<file path="src/rtl/stream_accum_adder_if.sv">
// Beat-in / frame-result-out handshake bundle for stream_accum_adder.
// The slave side is the adder itself; the master side feeds beats and consumes results.
interface stream_accum_adder_if #(
  parameter int WIDTH     = 8,
  parameter int NUM_IN    = 2,
  parameter int OUT_WIDTH = 16
);
  logic                        IN_a_valid;
  logic                        OUT_a_ready;
  logic [NUM_IN*WIDTH-1:0]     IN_a_data;
  logic                        OUT_sum_valid;
  logic                        IN_sum_ready;
  logic [OUT_WIDTH-1:0]        OUT_sum;
  logic                        OUT_ovf;

  modport slave (
    input  IN_a_valid,
    input  IN_a_data,
    input  IN_sum_ready,
    output OUT_a_ready,
    output OUT_sum_valid,
    output OUT_sum,
    output OUT_ovf
  );

  modport master (
    output IN_a_valid,
    output IN_a_data,
    output IN_sum_ready,
    input  OUT_a_ready,
    input  OUT_sum_valid,
    input  OUT_sum,
    input  OUT_ovf
  );
endinterface

</file>
<file path="src/rtl/stream_accum_adder.sv">
// Frame accumulator: sums NUM_IN operands per beat over BEATS beats on top of a constant,
// then holds the result (with sticky overflow) on a valid/ready output.
module stream_accum_adder #(
  parameter int WIDTH     = 8,
  parameter int NUM_IN    = 2,
  parameter int OUT_WIDTH = 16,
  parameter int BEATS     = 4,
  parameter int CONST     = 2000,
  parameter int SATURATE  = 0
) (
  input  logic                 IN_clk,
  input  logic                 IN_rst_n,
  input  logic                 IN_clear,
  stream_accum_adder_if.slave  bus
);

  localparam int SUM_W = OUT_WIDTH + $clog2(NUM_IN) + WIDTH + 1;
  localparam int CNT_W = (BEATS > 1) ? $clog2(BEATS) : 1;
  localparam logic [OUT_WIDTH-1:0] CONST_T  = OUT_WIDTH'(CONST);
  localparam logic [CNT_W-1:0]     LAST_CNT = CNT_W'(BEATS - 1);

  typedef enum logic {ST_ACC, ST_HOLD} state_t;

  state_t                r_state;
  state_t                w_state_next;
  logic [CNT_W-1:0]      r_cnt;
  logic [OUT_WIDTH-1:0]  r_acc;
  logic                  r_ovf;
  logic                  r_sum_valid;
  logic [OUT_WIDTH-1:0]  r_sum;
  logic                  r_sum_ovf;

  logic                  w_a_ready;
  logic                  w_accept;
  logic                  w_last;
  logic [SUM_W-1:0]      w_ext [NUM_IN];
  logic [SUM_W-1:0]      w_beat_sum;
  logic [SUM_W-1:0]      w_t;
  logic                  w_over;
  logic [OUT_WIDTH-1:0]  w_acc_new;
  logic                  w_ovf_new;

  // Operands are zero-extended to the full sum width so no partial sum can truncate.
  generate
    for (genvar gi = 0; gi < NUM_IN; gi++) begin : g_ext
      assign w_ext[gi] = SUM_W'(bus.IN_a_data[gi*WIDTH +: WIDTH]);
    end
  endgenerate

  always_comb begin
    w_beat_sum = '0;
    for (int k = 0; k < NUM_IN; k++) begin
      w_beat_sum = w_beat_sum + w_ext[k];
    end
  end

  assign w_t       = SUM_W'(r_acc) + w_beat_sum;
  assign w_over    = |w_t[SUM_W-1:OUT_WIDTH];
  assign w_acc_new = (w_over && (SATURATE != 0)) ? {OUT_WIDTH{1'b1}} : w_t[OUT_WIDTH-1:0];
  assign w_ovf_new = r_ovf | w_over;

  assign w_accept  = bus.IN_a_valid & w_a_ready;
  assign w_last    = (r_cnt == LAST_CNT);

  // State register
  always_ff @(posedge IN_clk or negedge IN_rst_n) begin
    if (!IN_rst_n) begin
      r_state <= ST_ACC;
    end else begin
      r_state <= w_state_next;
    end
  end

  // Next-state logic; clear overrides both the final-beat transition and the handshake
  always_comb begin
    w_state_next = r_state;
    case (r_state)
      ST_ACC: begin
        if (!IN_clear && w_accept && w_last) begin
          w_state_next = ST_HOLD;
        end
      end
      ST_HOLD: begin
        if (IN_clear || bus.IN_sum_ready) begin
          w_state_next = ST_ACC;
        end
      end
      default: w_state_next = ST_ACC;
    endcase
  end

  // Output decode: ready depends on registered state only
  always_comb begin
    w_a_ready = (r_state == ST_ACC);
  end

  // Datapath: accumulator, beat counter and the registered frame result
  always_ff @(posedge IN_clk or negedge IN_rst_n) begin
    if (!IN_rst_n) begin
      r_cnt       <= '0;
      r_acc       <= CONST_T;
      r_ovf       <= 1'b0;
      r_sum_valid <= 1'b0;
      r_sum       <= '0;
      r_sum_ovf   <= 1'b0;
    end else if (IN_clear) begin
      r_cnt       <= '0;
      r_acc       <= CONST_T;
      r_ovf       <= 1'b0;
      r_sum_valid <= 1'b0;
    end else if (w_accept) begin
      if (w_last) begin
        r_sum       <= w_acc_new;
        r_sum_ovf   <= w_ovf_new;
        r_sum_valid <= 1'b1;
        r_acc       <= CONST_T;
        r_ovf       <= 1'b0;
        r_cnt       <= '0;
      end else begin
        r_acc       <= w_acc_new;
        r_ovf       <= w_ovf_new;
        r_cnt       <= r_cnt + CNT_W'(1);
      end
    end else if (r_sum_valid && bus.IN_sum_ready) begin
      r_sum_valid <= 1'b0;
    end
  end

  assign bus.OUT_a_ready   = w_a_ready;
  assign bus.OUT_sum_valid = r_sum_valid;
  assign bus.OUT_sum       = r_sum;
  assign bus.OUT_ovf       = r_sum_ovf;

endmodule
</file>
<file path="src/flat_wrapper.sv">
// flat-port wrapper written by rule: the top's interface ports become plain ports
module stream_accum_adder_flat 
#(
  parameter int WIDTH     = 8,
  parameter int NUM_IN    = 2,
  parameter int OUT_WIDTH = 16,
  parameter int BEATS     = 4,
  parameter int CONST     = 2000,
  parameter int SATURATE  = 0
)
  (IN_clk, IN_rst_n, IN_clear, bus_IN_a_valid, bus_IN_a_data, bus_IN_sum_ready, bus_OUT_a_ready, bus_OUT_sum_valid, bus_OUT_sum, bus_OUT_ovf);
  stream_accum_adder_if #(.WIDTH(WIDTH), .NUM_IN(NUM_IN), .OUT_WIDTH(OUT_WIDTH)) bus_i ();
  input  logic IN_clk;
  input  logic IN_rst_n;
  input  logic IN_clear;
  input wire logic [$bits(bus_i.IN_a_valid)-1:0] bus_IN_a_valid;
  input wire logic [$bits(bus_i.IN_a_data)-1:0] bus_IN_a_data;
  input wire logic [$bits(bus_i.IN_sum_ready)-1:0] bus_IN_sum_ready;
  output wire logic [$bits(bus_i.OUT_a_ready)-1:0] bus_OUT_a_ready;
  output wire logic [$bits(bus_i.OUT_sum_valid)-1:0] bus_OUT_sum_valid;
  output wire logic [$bits(bus_i.OUT_sum)-1:0] bus_OUT_sum;
  output wire logic [$bits(bus_i.OUT_ovf)-1:0] bus_OUT_ovf;
  assign bus_i.IN_a_valid = bus_IN_a_valid;
  assign bus_i.IN_a_data = bus_IN_a_data;
  assign bus_i.IN_sum_ready = bus_IN_sum_ready;
  assign bus_OUT_a_ready = bus_i.OUT_a_ready;
  assign bus_OUT_sum_valid = bus_i.OUT_sum_valid;
  assign bus_OUT_sum = bus_i.OUT_sum;
  assign bus_OUT_ovf = bus_i.OUT_ovf;
  stream_accum_adder #(.WIDTH(WIDTH), .NUM_IN(NUM_IN), .OUT_WIDTH(OUT_WIDTH), .BEATS(BEATS), .CONST(CONST), .SATURATE(SATURATE)) u_core (.IN_clk(IN_clk), .IN_rst_n(IN_rst_n), .IN_clear(IN_clear), .bus(bus_i));
endmodule
</file>
<file path="config.mk">
export PLATFORM = sky130hd
export DESIGN_NAME = stream_accum_adder_flat
export DESIGN_NICKNAME = d
export VERILOG_FILES = /design/src/rtl/stream_accum_adder_if.sv /design/src/rtl/stream_accum_adder.sv /design/src/flat_wrapper.sv
export SDC_FILE = /design/constraint.sdc
export NUM_CORES = 1
export LEC_CHECK = 0
export CORE_MARGIN = 5
export CORE_UTILIZATION = 60
export CTS_BUF_LIST = sky130_fd_sc_hd__clkbuf_4
export CTS_CLUSTER_DIAMETER = 100
export CTS_CLUSTER_SIZE = 8
export DETAILED_ROUTE_END_ITERATION = 8
export PLACE_DENSITY = 0.89
export SYNTH_ARGS = -nofsm -noshare
export SYNTH_HDL_FRONTEND = slang
export SYNTH_SLANG_ARGS = --single-unit
</file>
<file path="constraint.sdc">
create_clock -name IN_clk -period 5.2 [get_ports IN_clk]
set_clock_uncertainty 0.15 [all_clocks]
set_input_delay 0.52 -clock IN_clk [delete_from_list [all_inputs] [get_ports IN_clk]]
set_output_delay 0.52 -clock IN_clk [all_outputs]
set_load 0.005 [all_outputs]
</file>
==> impl_metrics.yaml <==
routing:
  wire_per_inst_um: 16.42
  vias_per_cell: 6.240
  firstDrtPassIters: 4
  ant_nets: 0
  totalWireLength_mm: 6.025
  initialDrtViolationCount: 152
  vias: 2290
  drcViolationCount: 0
global_route:
  grt_pass1_wl_mm: 10.60
  grt_max_degree: 39
  first_global_vias: 2222
  antenna_found_initial: 0
  track_usage_pct: 21.66
  gr-total-overflow: 0
synth:
  ys.flop_type: "dfrtp_1"
  synth_area_um2: 2633
  ys_seq_area_share_pct: 36.41
  synth_top_area_share_pct: 30.42
  ys_async_sr_fraction_pct: 100.0
  ys_warn_count: 0
  post-synth-top-count-cell: "dfrtp_1"
  synth.distinct_cells: 60
  yosys.area.top_type: "dfrtp_1"
  syn_area_per_cell_um2: 9.368
  synth_area_leaders: "dfrtp_1 30%, ha_1 9.0%, dfstp_2 6.0%, nand2_1 4.4%, o21ai_0 3.2%"
  ys_seq_elements: 38
  netlist_instances: 281
  synth_top_cells_by_count: "32 x dfrtp_1, 31 x nand2_1, 19 x ha_1"
  synth_edf_count: 0
  syn_nets: 323
cells_and_area:
  syn2layout_area_growth_pct: 17.68
  fin_nets: 356
  drive_above_1_share_pct: 10.16
  fillCellCount: 323
  diodes: 0
floorplanning:
  io_pins: 40
  core_um2: 4294
  std_cell_rows: 24
  die_y_um: 76.24
  start_util_pct: 61.31
  die_w_um: 76.24
  fp.dieArea_um2: 5813
timing:
  slew_headroom_pct: 22.57
  final.setup.worst_slack_ps: 861.6
  finalHoldViolCount: 0
  slew_violations: 0
  setup_violations: 0
  rsz0062_at_grt: "false"
  finalCriticalPeriod_ps: 4338
  setup_tns_ps: 0
  worst_pin_slew_ps: 1149
  max_freq_mhz: 230.5
  fin_crit_sh_pct: 83.43
job:
  maxCapViolCount: 0
clock_network:
  cts_htree_levels: 2
  ctsHoldBuffers: 0
  cts_buffers: 5
  clk_pin_slew_worst_paths_ps: 120
  cts.repair.resized: 0
  cts-root-buf: "clkbuf_4"
  tritoncts: "done"
  cts.sinks: 38
  clkLatencyLatePin_ps: 360
  clockBufferDepth: 2
  postCtsSetupBuffers: 0
critical_path:
  cp.required_ps: 5350
  crit_type: "primary input to register"
  worstPathArrival_ps: 4490
  r2r-start: "u_core.r_acc[7]$_DFFE_PN1P_"
  start_kind: "primary input"
  cp-end-kind: "register"
  path_max_fanout: 11
  startpoint: "bus_IN_a_data[0]"
power_and_ir_drop:
  leakage_nw: 1.328
  p_per_area_nw_per_um2: 379.8
  ir_worst_vdd_mv: 0.2229
placed_design:
  place_congestion: 0.8999
  dp_hpwl_mm: 4.380
  dp_worst_setup_slack_ps: 506.0
  port_buffers: 39
status:
  outcome: "completed"
hold_path:
  hold_path_class: "primary input to asynchronous set/reset pin"
## per-stage QoR
step	total power, mW	cell area, um2	std cells	utilization, %	hold WS, ps
4_1_cts	1.178	3098	367	72.14	124.3
3_5_place_dp	0.9662	3015	359	70.22	314.6
2_1_floorplan	0.7999	2633	281	-	74.41
5_1_grt	1.267	3098	367	72.14	154.0
6_report	1.177	3098	367	72.14	98.88
3_3_place_gp	0.9463	3015	359	70.22	309.0
## worst paths after layout
kind / end / cells past startpoint / slack, ps
setup / recovery: u_core.bus.OUT_sum[15]$_DFFE_PN0P_ / 15 / 860
hold / removal: u_core.r_acc[14]$_DFFE_PN0P_ / 1 / 100
setup reg to reg: u_core.bus.OUT_sum[15]$_DFFE_PN0P_ / 6 / 2440
hold reg to reg: u_core.bus.OUT_sum[10]$_DFFE_PN0P_ / 2 / 350
max in group asynchronous: u_core.r_acc[2]$_DFFE_PN0P_ / 1 / 4280
min in group IN_clk: u_core.bus.OUT_sum[10]$_DFFE_PN0P_ / 2 / 350
## layout by cell type, fill, tap and decap left out, drive strengths merged, types with 7 or more instances in the layout
master / n
nor2: 17
dfrtp: 32
ha: 19
xnor2: 7
clkdlybuf4s50: 38
a21o: 8
nand2: 31
o2111ai: 8
a21oi: 14
o21ai: 17
nand3: 8
inv: 14
## state kept, by name, summed over array words and instances (netlist names)
signal and count:
u_core.bus.OUT_sum 16, u_core.r_acc 16, u_core.r_cnt 2, u_core.bus.OUT_ovf 1
u_core.bus.OUT_sum_valid 1, u_core.r_ovf 1, u_core.r_state 1
## critical path, stage by stage
cell             delay (ps)
clkdlybuf4s50_1         400
ha_1                    220
inv_1                    70
fa_1                    210
nor2b_1                  60
o21ai_0                 260
a21boi_0                200
o31a_1                  290
o22a_1                  180
ha_1                    370
nand2_1                 140
o21ai_0                 930
nand2_1                 230
a211o_1                 320
nand3_1                  80
## routing by layer
layer  GRT usage, %  vias up  wire [um]
li1               -     1108          -
met1          29.14     1094       2681
met2          34.25       71       2858
met3          4.137       17        300
met4          8.741        0        184
met5              0        -          0
## final cells by class
type	count	area, um2	area share, %
tap	52	65.06	2.100
timing repair buffer	40	392.9	12.68
clock inverter	3	45.04	1.454
sequential	38	958.4	30.94
multi-input combinational	215	1546	49.92
inverter	14	52.55	1.696
clock buffer	5	37.54	1.212
## where the power goes
group	switching [mW]	internal, mW	total, mW
Clock	0.108	0.101	0.209
Sequential	0.0510	0.371	0.422
Combinational	0.303	0.243	0.546
## kinds of logic after synthesis
kind of cell             synth area share, %
multiplexers                           2.424
flip-flops                             36.41
buffers and inverters                  4.847
AND/OR/NAND/NOR                        16.59
AO/OA/AOI/OAI                          26.19
adder cells (fa/ha/maj)                10.55
XOR/XNOR                               2.994
(Power assumes the default switching activity.)
